`config.mk`:
```
export PLATFORM = sky130hd
export DESIGN_NAME = reservation_station
export DESIGN_NICKNAME = d
export VERILOG_FILES = /design/src/rtl/rs_pkg.sv /design/src/rtl/rs_select.sv /design/src/rtl/reservation_station.sv
export SDC_FILE = /design/constraint.sdc
export NUM_CORES = 1
export LEC_CHECK = 0
export ABC_AREA = 1
export ABC_CLOCK_PERIOD_IN_PS = 4500
export CAP_MARGIN = 10
export CORE_ASPECT_RATIO = 0.5
export CORE_MARGIN = 4
export CORE_UTILIZATION = 50
export DETAILED_ROUTE_END_ITERATION = 7
export PLACE_DENSITY_LB_ADDON = 0.15
export SLEW_MARGIN = 25
export SYNTH_ARGS = -nofsm -noshare
export SYNTH_HDL_FRONTEND = slang
export SYNTH_SLANG_ARGS = --single-unit
```
`constraint.sdc`:
```
create_clock -name clk -period 4.5 [get_ports clk]
set_input_delay 0.9 -clock clk [delete_from_list [all_inputs] [get_ports clk]]
set_output_delay 0.9 -clock clk [all_outputs]
set_load 0.02 [all_outputs]
```
`src/rtl/rs_pkg.sv`:
```
// rs_pkg: default widths and the entry record shared by reservation_station and rs_select
package rs_pkg;
  localparam int RS_SIZE_D = 4;
  localparam int DATA_W_D = 32;
  localparam int TAG_W_D = 4;
  localparam int OP_W_D = 6;
  localparam int AGE_W = $clog2(RS_SIZE_D);
  typedef struct packed {
    logic busy;
    logic [OP_W_D-1:0] op;
    logic [TAG_W_D-1:0] dest_tag, q1, q2;
    logic [DATA_W_D-1:0] v1, v2;
    logic r1, r2;
    logic [AGE_W-1:0] age;
  } rs_entry_t;
endpackage

```
`src/rtl/rs_select.sv`:
```
// rs_select: one-hot pick among req (lowest index, or oldest age with lowest-index tiebreak when RS_AGE_SELECT_EN); ports req/age in, grant/valid out
module rs_select #(
  parameter int N = 4,
  parameter int AW = 2
) (
  input  logic [N-1:0]         req,
  input  logic [N-1:0][AW-1:0] age,
  output logic [N-1:0]         grant,
  output logic                 valid
);
  assign valid = |req;
`ifdef RS_AGE_SELECT_EN
  logic [AW-1:0] best;
  logic found;
  always_comb begin
    grant = '0;
    best = '0;
    found = 1'b0;
    for (int i = 0; i < N; i++)
      if (req[i] && (!found || age[i] > best)) begin
        grant = '0;
        grant[i] = 1'b1;
        best = age[i];
        found = 1'b1;
      end
  end
`else
  logic unused_age;
  assign unused_age = ^age;
  assign grant = req & (~req + 1'b1);
`endif
endmodule

```
`src/rtl/reservation_station.sv`:
```
// reservation_station: holds renamed ops until operands arrive via CDB, issues one per cycle to an FU over valid/ready, raises stall when full; ports clk, reset (sync active-low), flush, dispatch_*, stall, cdb_*, issue_*; RS_AGE_SELECT_EN selects oldest-first issue
module reservation_station
  import rs_pkg::*;
#(
  parameter int RS_SIZE = RS_SIZE_D,
  parameter int DATA_WIDTH = DATA_W_D,
  parameter int TAG_WIDTH = TAG_W_D,
  parameter int OP_WIDTH = OP_W_D
) (
  input  logic                  clk,
  input  logic                  reset,
  input  logic                  flush,
  input  logic                  dispatch_valid,
  input  logic [OP_WIDTH-1:0]   dispatch_op,
  input  logic [TAG_WIDTH-1:0]  dispatch_dest_tag,
  input  logic                  dispatch_src1_ready,
  input  logic [DATA_WIDTH-1:0] dispatch_src1_val,
  input  logic [TAG_WIDTH-1:0]  dispatch_src1_tag,
  input  logic                  dispatch_src2_ready,
  input  logic [DATA_WIDTH-1:0] dispatch_src2_val,
  input  logic [TAG_WIDTH-1:0]  dispatch_src2_tag,
  output logic                  stall,
  input  logic                  cdb_valid,
  input  logic [TAG_WIDTH-1:0]  cdb_tag,
  input  logic [DATA_WIDTH-1:0] cdb_data,
  output logic                  issue_valid,
  input  logic                  issue_ready,
  output logic [OP_WIDTH-1:0]   issue_op,
  output logic [DATA_WIDTH-1:0] issue_a,
  output logic [DATA_WIDTH-1:0] issue_b,
  output logic [TAG_WIDTH-1:0]  issue_dest_tag
);
  rs_entry_t ent [RS_SIZE];
  rs_entry_t new_ent;
  logic [RS_SIZE-1:0] busy, req, grant, alloc;
  logic [RS_SIZE-1:0][AGE_W-1:0] age;
  logic sel_valid, accept, load, byp1, byp2;
  logic [OP_WIDTH-1:0] s_op;
  logic [DATA_WIDTH-1:0] s_a, s_b;
  logic [TAG_WIDTH-1:0] s_tag;
  rs_select #(.N(RS_SIZE), .AW(AGE_W)) u_sel (.req(req), .age(age), .grant(grant), .valid(sel_valid));
  always_comb begin
    busy = '0;
    req = '0;
    age = '0;
    s_op = '0;
    s_a = '0;
    s_b = '0;
    s_tag = '0;
    for (int i = 0; i < RS_SIZE; i++) begin
      busy[i] = ent[i].busy;
      req[i] = ent[i].busy && ent[i].r1 && ent[i].r2;
      age[i] = ent[i].age;
      if (grant[i]) begin
        s_op = ent[i].op;
        s_a = ent[i].v1;
        s_b = ent[i].v2;
        s_tag = ent[i].dest_tag;
      end
    end
  end
  assign stall = &busy;
  assign alloc = ~busy & (busy + 1'b1);
  assign accept = dispatch_valid && !stall && !flush;
  assign load = !issue_valid || issue_ready;
  assign byp1 = !dispatch_src1_ready && cdb_valid && cdb_tag == dispatch_src1_tag;
  assign byp2 = !dispatch_src2_ready && cdb_valid && cdb_tag == dispatch_src2_tag;
  assign new_ent = '{busy: 1'b1, op: dispatch_op, dest_tag: dispatch_dest_tag,
                     q1: dispatch_src1_tag, q2: dispatch_src2_tag,
                     v1: dispatch_src1_ready ? dispatch_src1_val : cdb_data,
                     v2: dispatch_src2_ready ? dispatch_src2_val : cdb_data,
                     r1: dispatch_src1_ready || byp1, r2: dispatch_src2_ready || byp2,
                     age: '0};
  always_ff @(posedge clk) begin
    if (!reset) begin
      for (int i = 0; i < RS_SIZE; i++) ent[i] <= '0;
      issue_valid <= 1'b0;
      issue_op <= '0;
      issue_a <= '0;
      issue_b <= '0;
      issue_dest_tag <= '0;
    end else if (flush) begin
      for (int i = 0; i < RS_SIZE; i++) ent[i].busy <= 1'b0;
      issue_valid <= 1'b0;
    end else begin
      for (int i = 0; i < RS_SIZE; i++) begin
        if (load && grant[i]) ent[i].busy <= 1'b0;
        else if (accept && alloc[i]) ent[i] <= new_ent;
        else if (ent[i].busy) begin
          if (cdb_valid && !ent[i].r1 && ent[i].q1 == cdb_tag) begin
            ent[i].v1 <= cdb_data;
            ent[i].r1 <= 1'b1;
          end
          if (cdb_valid && !ent[i].r2 && ent[i].q2 == cdb_tag) begin
            ent[i].v2 <= cdb_data;
            ent[i].r2 <= 1'b1;
          end
`ifdef RS_AGE_SELECT_EN
          if (accept && ent[i].age != '1) ent[i].age <= ent[i].age + 1'b1;
`endif
        end
      end
      if (load) begin
        issue_valid <= sel_valid;
        if (sel_valid) begin
          issue_op <= s_op;
          issue_a <= s_a;
          issue_b <= s_b;
          issue_dest_tag <= s_tag;
        end
      end
    end
  end
endmodule

```
# Word-level counts from Yosys, hierarchy flattened
# Memory sizes are Yosys's and may differ from the RTL's.
# Cells that the tools add are included.
[totals]
wordCells = 260
mem_count = 1
mem_bits_rw = 340
ff_bits = 75
inputBits = 126
[classes]
mux = 146
add_sub_neg = 2
n_eq_ne = 10
bitwise_logic = 38
n_reduce_logical = 58
[memory_table]
columns = ["memory", "depth", "word_bits", "rd", "rd_ports_with_merged_regs", "wr", "line_no", "source"]
rows = [
  ["ent", 4, 85, 4, 0, 4, "reservation_station.sv:33", "rs_entry_t ent [RS_SIZE];"],
]
[ops]
columns = ["cell", "count"]
rows = [
  ["$mux W32", 18],
  ["$mux W84", 4],
  ["$mux W1", 116],
  ["$eq A4 B4 Y1", 10],
  ["$logic_and A1 B1 Y1", 38],
  ["$or A1 B1 Y1", 32],
  ["$mux W6", 4],
  ["$mux W4", 4],
  ["$logic_not A1 Y1", 13],
  ["$add A4 B1 Y4 const B", 2],
  ["$and A4 B4 Y4", 2],
  ["$not A4 Y4", 2],
  ["$reduce_and A4 Y1", 1],
  ["$reduce_or A4 Y1", 1],
  ["$logic_or A1 B1 Y1", 3],
  ["$reduce_and A3 Y1", 1],
  ["$not A1 Y1", 2],
  ["$reduce_or A2 Y1", 1],
]

# Depth between registers and ports, before layout
# Gate-level depths: netlist of run 1.
# An unclocked memory read counts as a cell.
[depth]
depth_word = 13
depth_mapped = 15
depth_no_buf = 12

# By module
# A second synthesis of run 1 with hierarchy kept.
[unflattened]
cells_unflattened = 2448
hier_area_um2 = 21120.3
[by_module_without_submodules]
columns = ["mod", "n_inst", "area_each_um2", "cells_each", "seq_area_each_um2"]
rows = [
  ["reservation_station", 1, 21074.0, 2438, 11691.2],
  ["rs_select", 1, 46.3, 10, 0.0],
]

# Least setup slack after synthesis of run 1
# Ideal clock, no wire load.
[synth_path]
path_type = "input port to flip-flop"
startpoint = "in cdb_tag[0]"
endpoint = "mem ent[1][0] in the netlist's numbering, enable pin"
n_path_buf = 2
path_stages = 10
setup_slack_ps = 1424
required_time_ps = 3929
arrival_time_ps = 2505
setup_ps = 571
cell_sequence = "buf_4 > inv_2 > nand2_1 > nand2_1 > nor2_1 > nand2_1 > nor2_1 > nand2_1 > clkbuf_1 > nand3_1"
[synth_lines]
columns = ["item", "line_no", "source"]
rows = [
  ["start, declared", "reservation_station.sv:24", "input logic [TAG_WIDTH-1:0] cdb_tag,"],
  ["end, declared", "reservation_station.sv:33", ""],
]

==> results of run 1 <==
final cells by class:
type / count / area share (%)
flip-flops and latches: 415 / 48.29
multi-input cells: 1389 / 28.27
repair buffers: 239 / 9.748
inverters: 372 / 5.768
clock buffers: 59 / 4.600
well taps: 540 / 2.791
clock inverters: 10 / 0.4962
diodes: 3 / 0.03101
metrics by stage:
stage	instances	hold slack, ns	total power, mW
CTS	3024	0.5035	8.812
global route	3024	0.5262	9.098
floorplan	2343	0.4824	5.143
detailed placement	2955	0.4812	5.536
global placement	2955	0.4848	5.515
finish	3027	0.5005	8.791
cells in the mapped netlist (all sizes together) (6+ instances only):
| cell type | instances |
|---|---|
| dfxtp | 77 |
| nand3 | 177 |
| a21oi | 137 |
| nor2 | 73 |
| nand4 | 13 |
| o221ai | 52 |
| edfxtp | 338 |
| o21ai | 402 |
| clkbuf | 99 |
| buf | 68 |
| o221a | 15 |
| inv | 372 |
| nand2 | 476 |
| o211ai | 6 |
| o2111ai | 6 |
| nor3 | 6 |
| xnor2 | 13 |
tightest hold or removal path, delay by kind of cell (launching register included):
| kind | cells | cell delay (ns) |
|---|---|---|
| compound gates | 1 | 0.09 |
| buf+inv | 1 | 0.05 |
| flops | 1 | 0.33 |
sequential cells by signal, indices dropped and copies added (netlist names):
name / cells
issue_op: 6
issue_b: 32
issue_valid: 1
issue_dest_tag: 4
ent: 340
issue_a: 32
layer usage:
layer | wire length, um | global-route usage, % | share of wire [%]
met2 | 28220 | 43.61 | 46
met1 | 25940 | 38.46 | 42
met5 | 0 | 0 | 0
met3 | 6228 | 5.476 | 10
met4 | 1226 | 6.676 | 2.0
cells in the final DEF (no fill, tap or decap), types with 3 or more instances in the layout:
master | netlist | final
nand2_1 | 465 | 463
o21ai_0 | 402 | 402
edfxtp_1 | 338 | 338
inv_1 | 264 | 263
clkdlybuf4s50_1 | 0 | 198
nand3_1 | 174 | 163
a21oi_1 | 137 | 137
inv_2 | 108 | 109
dfxtp_1 | 77 | 77
nor2_1 | 71 | 70
o221ai_1 | 52 | 52
clkbuf_16 | 0 | 41
buf_4 | 3 | 33
clkbuf_1 | 98 | 16
o221a_2 | 15 | 15
xnor2_1 | 13 | 13
nand2_2 | 11 | 13
nand4_1 | 13 | 13
nand3_2 | 2 | 11
o2111ai_1 | 6 | 6
o211ai_1 | 6 | 6
buf_12 | 0 | 6
nor3_1 | 4 | 4
xor2_1 | 4 | 4
clkinv_1 | 0 | 4
diode_2 | 0 | 3
nand3_4 | 1 | 3
bufinv_16 | 0 | 3
clkinv_2 | 0 | 3
worst max path at each step:
stage               cells past startpoint                  endpoint  slack [ns]       start
detailed placement                     12      ent[1][66]$_DFFE_PP_        0.72  cdb_tag[2]
CTS                                    12  ent[0][50]$_SDFFCE_PN0P_        1.28  cdb_tag[2]
global route                           12      ent[0][68]$_DFFE_PP_        0.99  cdb_tag[2]
finish                                 12  ent[0][50]$_SDFFCE_PN0P_        1.17  cdb_tag[1]
global placement                       12      ent[0][68]$_DFFE_PP_        0.73  cdb_tag[1]
floorplan                              10   ent[1][0]$_SDFFCE_PN0P_        1.42  cdb_tag[0]
power by group:
part	internal [mW]	switching, mW
logic	0.336	0.637
clock network	1.88	1.45
registers	4.41	0.0840
total	6.62	2.17
cells by family after synthesis:
family                 count (synthesis)  share of synthesized area (%)
AO/OA/AOI/OAI                        621                          16.69
XOR/XNOR                              17                         0.7220
buffers and inverters                539                          10.55
flip-flops                           415                          56.70
AND/OR/NAND/NOR                      751                          15.35
==> reports/results.ini, run 1 <==
[outcome]
status = finished, final reports clean

[detailed_routing]
drtPass1Iterations = 6
ant_nets = 0
drc = 0
wire_per_inst_um = 20.35
routed_wl_um = 61610
drt-vias-per-instance = 5.623
vias = 17021
drt_iter0_drc = 1850

[cts]
cts_tree = done
cts.path.max_buffers = 3
post_cts_buffers = 0
htreeDepth = 2
cts-root-buf = clkbuf_16
numClockSinks = 415
clock_latency_ns = 0.54
cts_resized = 0
cts_made_buffers = 38
cts_hold_buffers = 0
cts.reportedPaths.clkPinSlew_ns = 0.07

[place]
port_buffers = 201
gp_congestion = 0.9013
postPlaceCellArea_sq_um = 22970
dp_hpwl_um = 37780
place_ws_ns = 0.7200

[sta]
rsz0062_at_grt = false
fin_skew_ns = 0.01290
setup_viol = 0
worst_slack_ns = 1.169
final_max_slew_viol_count = 0
max_freq_mhz = 300.2
tightest_slew_ns = 1.064
maxSlewHeadroom_pct = 29.06
setup_tns_ns = 0
min_period_ns = 3.331
finalHoldViolations = 0
fin_crit_sh_pct = 74.03

[final_layout]
fin_nets = 2581
register_area_sq_um = 11690
final_layout_size_suffix_gt1_share_pct = 9.984
multi_input_area_sq_um = 6844
syn2layout_area_growth_pct = 17.40
final_cell_area_sq_um = 24210
fillers = 3525
postLayoutCoreUtil_pct = 59.63

[floorplan]
rows = 52
io-pin-count = 202
core_sq_um = 40600
fp.dieW_um = 295.2
start_util_pct = 50.79
chipHeight_um = 151.6
dieArea_sq_um = 44750

[yosys]
synth_fp_nets = 2469
synth_area_per_cell_sq_um = 8.801
yosys_register_bits = 415
synth_ff_type = edfxtp_1
synth_top_area_cell = edfxtp_1
ys_top_cells_by_area = edfxtp_1 49%, o21ai_0 9.8%, nand2_1 8.5%, dfxtp_1 7.5%, inv_1 4.8%
ys_seq_area_share_pct = 56.70
synth_edf_count = 338
postSynthCellCount = 2343
yosysWarnings = 0
yosysTopAreaCellShare_pct = 49.22
async_reset_ff_share_pct = 0
synth_area_sq_um = 20620
synth.distinct_cells = 36

[global_routing]
grt_antenna_before_repair = 5
grt_pass1_wl_um = 92560
track_usage_pct = 27.22
grt_pass1_vias = 15913
grt_overflow = 0
grt_max_degree = 142

[power]
ir_worst_vdd_uv = 214.4
power.density_nw_per_um2 = 363.1
p_leak_nw = 10.13

[worst_setup_path]
rrSetupSlack_ns = 1.35
critPathCaptureType = flip-flop
r2r-end = ent[0][50]$_SDFFCE_PN0P_
slowest_stage = clkdlybuf4s50_1
crit_buf_inv = 4
r2r-start = ent[0][84]$_SDFFE_PP0P_
start_kind = primary input
crit_chain = clkdlybuf4s50_1 -> inv_1 -> or2_2 -> nand3_1 -> nor2_1 -> nand2_2 -> nand3_1 -> nor2_1 -> nand3_4 -> buf_12 -> nand2_1 -> inv_2
worst_ep_required_time_ns = 4.80
cp_max_fo = 141
cp_data_arrival_time_ns = 3.63
r2r_cells = 10
slowest_delay_ns = 0.74
path_delay_family = buffers and inverters
crit_type = in2reg

[job]
maxCapViolCount = 0

[hold_path]
hp-start = issue_op[4]$_SDFFE_PN0P_
hp-class = reg2reg
hold_path_depth = 2
min_to = issue_op[4]$_SDFFE_PN0P_

Note: power is estimated with default switching activity, not from simulation.
==> run 2: changes to the inputs <==
--- a/config.mk
+++ b/config.mk
@@ -6,7 +6,7 @@
 export NUM_CORES = 1
 export LEC_CHECK = 0
 export ABC_AREA = 1
-export ABC_CLOCK_PERIOD_IN_PS = 4500
+export ABC_CLOCK_PERIOD_IN_PS = 3100
 export CAP_MARGIN = 10
 export CORE_ASPECT_RATIO = 0.5
 export CORE_MARGIN = 4
==> constraint.sdc (replaced) <==
create_clock -name clk -period 3.1 [get_ports clk]
set_input_delay 0.62 -clock clk [delete_from_list [all_inputs] [get_ports clk]]
set_output_delay 0.62 -clock clk [all_outputs]
set_load 0.02 [all_outputs]
==> run 2 against run 1 <==
  * First-iteration DRC count is 0.86% higher
  * Largest cell class unchanged
  * Non-clock buffer count rose by 37
  * Via count rose by 1.2%
  * Sequential share of layout area shrank 0.91 points
  * Power grew 45%
  * Setup slack worse by 0.80 ns
  * Register-to-register slack worse by 0.77 ns
  * Hold slack got worse by 0.018 ns
  * Clock skew is 0.0060 ns higher
  * Sequential power rose by 45%
  * Cell count increased by 1.3%
==> reports/results.ini, run 2 (synthesis results as in run 1) <==
[final_layout]
multi_input_area_sq_um = 6844  ; unchanged
final_layout_size_suffix_gt1_share_pct = 11.61  ; +1.6 points
register_area_sq_um = 11690  ; unchanged
syn2layout_area_growth_pct = 19.66
regMostFlops = ent
fillers = 3512  ; -0.37%
layout_commonest_cell = nand2_1
final_cell_area_sq_um = 24670  ; +1.9%
fin_nets = 2619  ; +1.5%
reg_top3 = ent: 340 flops, issue_a: 32 flops, issue_b: 32 flops
final_cell_mix = 463 x nand2_1, 402 x o21ai_0, 338 x edfxtp_1
largest_reg_flops = 340  ; unchanged

[cts]
cts_tree = done
clock_latency_ns = 0.55  ; about the same
cts-root-buf = clkbuf_16
cts.path.max_buffers = 3  ; unchanged
cts_hold_buffers = 0  ; unchanged
cts_resized = 0  ; unchanged
post_cts_buffers = 0  ; unchanged
numClockSinks = 415  ; unchanged
cts.reportedPaths.clkPinSlew_ns = 0.07  ; about the same
htreeDepth = 2  ; unchanged
cts_made_buffers = 39  ; +2.6%

[floorplan]
start_util_pct = 50.79  ; unchanged
io-pin-count = 202  ; unchanged
dieArea_sq_um = 44750  ; unchanged
chipHeight_um = 151.6  ; unchanged
core_sq_um = 40600  ; unchanged
rows = 52  ; unchanged
fp.dieW_um = 295.2  ; unchanged

[place]
postPlaceCellArea_sq_um = 23450  ; +2.1%
gp_congestion = 0.9118  ; +1.2%
place_ws_ns = 0.03759  ; -0.6825 ns
dp_hpwl_um = 39420  ; +4.3%
port_buffers = 201  ; unchanged

[sta]
maxSlewHeadroom_pct = 45.23  ; +16 points
tightest_slew_ns = 0.8216  ; -0.2425 ns
final_max_slew_viol_count = 0  ; unchanged
min_period_ns = 2.728
rsz0062_at_grt = false
finalHoldViolations = 0  ; unchanged
max_freq_mhz = 366.6
setup_viol = 0  ; unchanged
setup_tns_ns = 0  ; unchanged
worst_slack_ns = 0.3723  ; -0.7965 ns
fin_skew_ns = 0.01894  ; +0.006045 ns
fin_crit_sh_pct = 87.99

[worst_setup_path]
r2r-start = ent[2][84]$_SDFFE_PP1P_
worst_ep_required_time_ns = 2.48  ; -2.32 ns
crit_start = ent[0][84]$_SDFFE_PP0P_
critPathCaptureType = primary output
start_kind = flip-flop
cp_max_fo = 9  ; -94%
cp_data_arrival_time_ns = 2.11  ; -1.52 ns
crit_type = reg2out

[job]
maxCapViolCount = 0  ; unchanged

[detailed_routing]
ant_nets = 0  ; unchanged
wire_per_inst_um = 20.53  ; +0.89%
drt_iter0_drc = 1866  ; +0.86%
drtPass1Iterations = 5  ; -1
routed_wl_um = 62980  ; +2.2%
vias = 17227  ; +1.2%
drt-vias-per-instance = 5.617  ; -0.11%
drc = 0  ; unchanged

[hold_path]
hp-start = reset
hp-class = in2reg

[outcome]
status = finished, final reports clean

[global_routing]
grt_use_met3_pct = 6.627  ; +1.2 points
grt_pass1_vias = 15967  ; +0.34%
track_usage_pct = 27.67  ; +0.45 points
busiest_layer = met2
grt_overflow = 0  ; unchanged
grt_max_degree = 148  ; +4.2%
grt.met1_usage_pct = 38.62  ; +0.16 points
grt_use_met2_pct = 43.30  ; -0.31 points
grt_pass1_wl_um = 93900  ; +1.5%
grt_antenna_before_repair = 5  ; unchanged

[power]
total_power_mw = 12.77  ; +45%
power.density_nw_per_um2 = 517.5  ; +43%
p_leak_nw = 10.41  ; +2.7%
ir_worst_vdd_uv = 432.0  ; +100%

==> run 2: cell type report <==
| type | instances | share of cell area (%) |
|---|---|---|
| Multi-Input combinational cell | 1389 | 27.74 |
| Clock inverter | 15 | 0.5629 |
| Inverter | 372 | 5.659 |
| Sequential cell | 415 | 47.38 |
| Tap cell | 540 | 2.738 |
| Timing Repair Buffer | 276 | 11.50 |
| Clock buffer | 57 | 4.391 |
| Antenna cell | 3 | 0.03042 |
==> run 2: final timing paths <==
path                              end  slack [ns]  cells past startpoint
max                             stall        0.37                      4
min          issue_a[24]$_SDFFE_PN0P_        0.48                      3
max reg2reg      ent[2][14]$_DFFE_PP_        0.58                      8
min reg2reg  issue_b[10]$_SDFFE_PN0P_        0.51                      2
==> run 2: worst max-delay path, cell delays in order (launching register included) <==
cell and delay [ns]:
dfxtp_1 0.42, buf_4 0.23, nand2_1 0.10, nor2_2 0.18
clkdlybuf4s50_1 0.63
==> run 2: routing by layer <==
layer  vias up  routed length [um]
met5         -                   0
met4         0                1735
met3       106                6982
met2       754               28090
met1      8170               26170
li1       8197                   -
==> run 2: report_power, final <==
part	total (mW)	switching, mW	internal, mW
Sequential	6.51	0.110	6.40
Combinational	1.49	0.959	0.533
Clock	4.77	2.15	2.62
==> run 2: metrics by stage <==
step	std cells	util, %	hold WS (ns)
2_1_floorplan	2343	-	0.4824
3_3_place_gp	2992	57.75	0.4833
3_5_place_dp	2992	57.75	0.4858
4_1_cts	3064	60.76	0.4554
5_1_grt	3064	60.76	0.4812
6_report	3067	60.78	0.4826
